### config.mk
export PLATFORM = sky130hd
export DESIGN_NAME = mdu_arbiter
export DESIGN_NICKNAME = d
export VERILOG_FILES = /design/src/rtl/mdu_arbiter.sv
export SDC_FILE = /design/constraint.sdc
export NUM_CORES = 1
export LEC_CHECK = 0
export BUFFER_PORTS_ARGS = -buffer_cell sky130_fd_sc_hd__buf_2
export CAP_MARGIN = 20
export CORE_MARGIN = 4
export CORE_UTILIZATION = 40
export CTS_BUF_LIST = sky130_fd_sc_hd__clkbuf_16
export CTS_CLUSTER_DIAMETER = 40
export DETAILED_ROUTE_END_ITERATION = 8
export GPL_TIMING_DRIVEN = 0
export PLACE_DENSITY = 0.72
export REMOVE_ABC_BUFFERS = 1
export SLEW_MARGIN = 20
export SYNTH_ARGS = -nofsm -noshare
export SYNTH_HDL_FRONTEND = slang
export SYNTH_SLANG_ARGS = --single-unit
### constraint.sdc
create_clock -name clk -period 2.6 [get_ports clk]
set_clock_uncertainty 0.2 [all_clocks]
set_input_delay 0.52 -clock clk [delete_from_list [all_inputs] [get_ports clk]]
set_output_delay 0.52 -clock clk [all_outputs]
set_load 0.1 [all_outputs]
### src/rtl/mdu_arbiter.sv
// Two-port round-robin front end for a shared multiply/divide unit.
// Keeps one operation in flight and completes illegal ops, busy timeouts and aborts.
module mdu_arbiter #(
  parameter int TMO_CYCLES = 31
) (
  input  logic        clk,
  input  logic        reset,
  input  logic [1:0]  req_valid,
  input  logic [3:0]  req_op0,
  input  logic [3:0]  req_op1,
  input  logic [31:0] req_a0,
  input  logic [31:0] req_b0,
  input  logic [31:0] req_a1,
  input  logic [31:0] req_b1,
  output logic [1:0]  req_ready,
  output logic        rsp_valid,
  input  logic        rsp_ready,
  output logic        rsp_id,
  output logic [31:0] rsp_hi,
  output logic [31:0] rsp_lo,
  output logic        rsp_err,
  input  logic        abort,
  output logic [3:0]  mdu_op,
  output logic        mdu_start,
  output logic [31:0] mdu_a,
  output logic [31:0] mdu_b,
  input  logic        mdu_busy,
  input  logic [31:0] mdu_hi,
  input  logic [31:0] mdu_lo
);

  localparam int CW = (TMO_CYCLES < 2) ? 1 : $clog2(TMO_CYCLES);
  localparam logic [CW-1:0] TMO_LAST = CW'(TMO_CYCLES - 1);
  localparam logic [3:0] OP_NONE = 4'hF;

  typedef enum logic [2:0] {
    IDLE,
    ISSUE,
    WAIT_BUSY,
    WAIT_DONE,
    RESP
  } state_t;

  state_t        state;
  logic          last_grant;
  logic          drop;
  logic [CW-1:0] cnt;

  logic          grant_any;
  logic          grant_port;
  logic [3:0]    sel_op;
  logic [31:0]   sel_a;
  logic [31:0]   sel_b;
  logic          op_legal;

  // Round-robin choice: when both ports ask, the one not served last wins.
  always_comb begin
    grant_port = 1'b0;
    case (req_valid)
      2'b01:   grant_port = 1'b0;
      2'b10:   grant_port = 1'b1;
      2'b11:   grant_port = ~last_grant;
      default: grant_port = 1'b0;
    endcase
  end

  assign grant_any = reset && (state == IDLE) && (req_valid != 2'b00);
  assign req_ready = grant_any ? (grant_port ? 2'b10 : 2'b01) : 2'b00;

  assign sel_op   = grant_port ? req_op1 : req_op0;
  assign sel_a    = grant_port ? req_a1  : req_a0;
  assign sel_b    = grant_port ? req_b1  : req_b0;
  assign op_legal = (sel_op[3:2] == 2'b00);

  // An abort seen on the completing cycle still suppresses the response.
  always_ff @(posedge clk or negedge reset) begin
    if (!reset) begin
      state      <= IDLE;
      last_grant <= 1'b1;
      drop       <= 1'b0;
      cnt        <= '0;
      rsp_valid  <= 1'b0;
      rsp_id     <= 1'b0;
      rsp_hi     <= '0;
      rsp_lo     <= '0;
      rsp_err    <= 1'b0;
      mdu_start  <= 1'b0;
      mdu_op     <= OP_NONE;
      mdu_a      <= '0;
      mdu_b      <= '0;
    end else begin
      case (state)
        IDLE: begin
          if (grant_any) begin
            last_grant <= grant_port;
            rsp_id     <= grant_port;
            drop       <= 1'b0;
            cnt        <= '0;
            if (op_legal) begin
              state     <= ISSUE;
              mdu_start <= 1'b1;
              mdu_op    <= sel_op;
              mdu_a     <= sel_a;
              mdu_b     <= sel_b;
            end else begin
              state     <= RESP;
              rsp_valid <= 1'b1;
              rsp_err   <= 1'b1;
              rsp_hi    <= '0;
              rsp_lo    <= '0;
            end
          end
        end

        ISSUE: begin
          mdu_start <= 1'b0;
          cnt       <= '0;
          state     <= WAIT_BUSY;
          if (abort) drop <= 1'b1;
        end

        WAIT_BUSY: begin
          if (abort) drop <= 1'b1;
          if (mdu_busy) begin
            state <= WAIT_DONE;
          end else if (cnt == TMO_LAST) begin
            if (drop || abort) begin
              state  <= IDLE;
              drop   <= 1'b0;
              mdu_op <= OP_NONE;
              mdu_a  <= '0;
              mdu_b  <= '0;
            end else begin
              state     <= RESP;
              rsp_valid <= 1'b1;
              rsp_err   <= 1'b1;
              rsp_hi    <= '0;
              rsp_lo    <= '0;
            end
          end else begin
            cnt <= cnt + 1'b1;
          end
        end

        WAIT_DONE: begin
          if (abort) drop <= 1'b1;
          if (!mdu_busy) begin
            if (drop || abort) begin
              state  <= IDLE;
              drop   <= 1'b0;
              mdu_op <= OP_NONE;
              mdu_a  <= '0;
              mdu_b  <= '0;
            end else begin
              state     <= RESP;
              rsp_valid <= 1'b1;
              rsp_err   <= 1'b0;
              rsp_hi    <= mdu_hi;
              rsp_lo    <= mdu_lo;
            end
          end
        end

        RESP: begin
          if (rsp_ready) begin
            state     <= IDLE;
            rsp_valid <= 1'b0;
            drop      <= 1'b0;
            mdu_op    <= OP_NONE;
            mdu_a     <= '0;
            mdu_b     <= '0;
          end
        end

        default: state <= IDLE;
      endcase
    end
  end

endmodule

==> flow_metrics.env <==
export IMPL_clock_latency_ns=0.41
export IMPL_grt_pass1_vias=6108
export IMPL_fin_crit_ns=2.560
export IMPL_dieArea_um2=19140
export IMPL_dpl_hpwl_mm=14.74
export IMPL_final_max_slew_viol_count=0
export IMPL_relSlewSlack_pct=53.30
export IMPL_drt_initial_drc_count=149
export IMPL_area_growth_pct=41.21
export IMPL_layout_commonest_cell="buf_2"
export IMPL_multi_input_area_um2=2950
export IMPL_dpl_cell_area_um2=8785
export IMPL_ys_seq_area_share_pct=53.86
export IMPL_timing_max_cap_violations=0
export IMPL_clk_pin_slew_worst_paths_ns=0.06
export IMPL_nets=1279
export IMPL_final_cell_mix="341 x buf_2, 270 x nand2_1, 138 x dfrtp_1"
export IMPL_critical_path_arrival_ns=1.84
export IMPL_worstRegToRegCells=10
export IMPL_synth_compound_area_share_pct=12.01
export IMPL_firstDrtPassIters=4
export IMPL_regArea_um2=3664
export IMPL_antenna_found_initial=0
export IMPL_synth_seq_cells=146
export IMPL_synth_top_family_by_area="simple AND/OR/NAND/NOR gates"
export IMPL_path_class="flip-flop to output port"
export IMPL_rsz0062_at_grt="true"
export IMPL_worstMarginPinSlew_ns=0.7006
export IMPL_grt_pass1_wl_mm=32.24
export IMPL_status="completed"
export IMPL_fin_crit_sh_pct=98.46
export IMPL_synth_fa_ha_area_share_pct=0.3683
export IMPL_grt_max_degree=93
export IMPL_htreeDepth=4
export IMPL_clock_path_buffers=2
export IMPL_cts_sinks=146
export IMPL_vias=6291
export IMPL_avgSynthCellArea_um2=9.245
export IMPL_vias_per_cell=4.824
export IMPL_num_io_pins=345
export IMPL_synth_xor_area_share_pct=0.3867
export IMPL_crit_path_end_kind="output port"
export IMPL_gp_congestion=0.8765
export IMPL_worstPathRequired_ns=1.88
export IMPL_die_h_um=138.3
export IMPL_fillerInstances=1454
export IMPL_hold_viol=0
export IMPL_drc=0
export IMPL_synth_simple_gate_area_share_pct=17.62
export IMPL_numPortBuffers=344
export IMPL_synth_mux_area_share_pct=12.08
export IMPL_drive_above_1_share_pct=44.78
export IMPL_final_area_um2=9595
export IMPL_cp_start_kind="flip-flop"
export IMPL_hold_ws_ns=0.1347
export IMPL_yosys_warnings=0
export IMPL_syn_area_um2=6795
export IMPL_whs_path_depth=2
export IMPL_stdcell_count=1304
export IMPL_clockRootBuffer="clkbuf_16"
export IMPL_setup_viol=0
export IMPL_hp_class="input port to flip-flop"
export IMPL_numCtsBuffers=17
export IMPL_cts_tree="built"
export IMPL_core_area_um2=16640
export IMPL_overflow=0
export IMPL_critPathMaxFanout=5
export IMPL_synth_cells=735
export IMPL_ant_nets=0
export IMPL_rows=47
export IMPL_initial_core_util_pct=40.83
export IMPL_die_x_um=138.3
export IMPL_postRouteWirelength_mm=20.32
export IMPL_synth_distinct_cells=36
export IMPL_wl_per_cell_um=15.59
export IMPL_track_usage_pct=20.74
export IMPL_fmax_mhz=390.6
export IMPL_place_inst=1262
## worst paths after layout
| kind | start | endpoint | slack, ns |
|---|---|---|---|
| worst min-delay path | rsp_ready | state[2] | 0.13 |
| max in group asynchronous | reset | mdu_a[16] | 0.85 |
| worst max-delay path | state[1] | req_ready[1] | 0.04 |
| worst max register to register | cnt[0] | rsp_hi[7] | 0.17 |
| worst min register to register | rsp_hi[4] | rsp_hi[4] | 0.28 |
| min in group asynchronous | reset | mdu_op[1] | 0.84 |
## repair_timing
| item | in CTS | in global routing |
|---|---|---|
| setup buffers | 6 | 1 |
| endpoints found under the setup margin | 61 | 62 |
| pin swaps | 2 | 1 |
| gates cloned | 1 | 0 |
| endpoints found under the hold margin | 49 | 0 |
| resized for setup | 17 | 3 |
| hold buffers | 2 | 0 |
## worst max-delay path: stages (launching register included)
cell     delay [ns]
dfrtp_2        0.42
or3_4          0.40
or2_4          0.28
nor2_4         0.14
buf_12         0.19
## through the flow
| step | TNS (ns) | setup WS, ns | util [%] |
|---|---|---|---|
| floorplan | -469.46 | -4.569 | - |
| finish | 0 | 0.03997 | 57.66 |
| CTS | -0.01579 | -0.01579 | 57.54 |
| global placement | -1041.48 | -7.495 | 51.37 |
| global route | -0.01852 | -0.01852 | 57.64 |
| detailed placement | -37.93 | -0.5477 | 52.79 |
## layout make-up
class                      instances  area share, %
inverter                           2        0.07824
antenna                            1        0.02608
sequential                       146          38.18
clock inverter                    15          2.308
timing repair buffer             367          21.36
clock buffer                      17          4.433
tap                              220          2.869
multi-input combinational        536          30.75
## synth_stat cells
cell type | n | area [um2]
or3_1 | 2 | 12.51
ha_1 | 2 | 25.02
dfstp_2 | 5 | 131.4
nor3b_1 | 1 | 7.510
nor3_1 | 3 | 15.01
buf_2 | 14 | 70.07
and3_1 | 2 | 12.51
o211ai_1 | 1 | 7.510
xor2_1 | 3 | 26.28
dfrtp_1 | 141 | 3528
buf_1 | 2 | 7.510
o21ai_0 | 71 | 355.3
buf_6 | 4 | 45.04
nand2_1 | 272 | 1021
nand2b_1 | 2 | 12.51
clkbuf_1 | 32 | 120.1
a41oi_1 | 1 | 8.760
a21boi_2 | 1 | 11.26
nor2_1 | 11 | 41.29
or3_4 | 1 | 11.26
nor2b_1 | 1 | 6.260
inv_1 | 2 | 7.510
mux2_2 | 60 | 675.7
or2_2 | 1 | 6.260
mux2i_1 | 1 | 10.01
o22ai_1 | 1 | 6.260
o21ai_1 | 1 | 5.000
a21oi_1 | 71 | 355.3
and3b_1 | 1 | 8.760
nand3_1 | 6 | 30.03
o31ai_1 | 1 | 7.510
o22a_1 | 1 | 8.760
a41o_1 | 2 | 20.02
a21o_1 | 4 | 30.03
and2_1 | 2 | 12.51
mux2_4 | 9 | 135.1
## logic make-up after synthesis
| kind of cell | after synthesis |
|---|---|
| flops | 146 |
| xor+xnor | 3 |
| simple gates | 305 |
| compound gates | 155 |
| mux | 70 |
| buf+inv | 54 |
| fa+ha+maj | 2 |
## state kept, by name, summed over array words and instances, names as in the netlist
| signal | cells |
|---|---|
| last_grant | 1 |
| rsp_hi | 32 |
| drop | 1 |
| rsp_lo | 32 |
| rsp_valid | 1 |
| mdu_op | 4 |
| cnt | 5 |
| mdu_start | 1 |
| rsp_id | 1 |
| mdu_a | 32 |
| state | 3 |
| mdu_b | 32 |
| rsp_err | 1 |
## routing by layer
metal  wire, um  share of wire, %  vias up  global-route usage (%)
met2       9857                48      249                   34.48
met3       1772               8.7       36                   7.942
met5          0                 0        -                       0
met1       8168                40     2886                   24.61
met4        525               2.6        0                   7.488
li1           -                 -     3120                       -
Power is left out: the tool's default activity adds up to more than one toggle a clock period on the data nets, which glitch-free logic cannot reach.
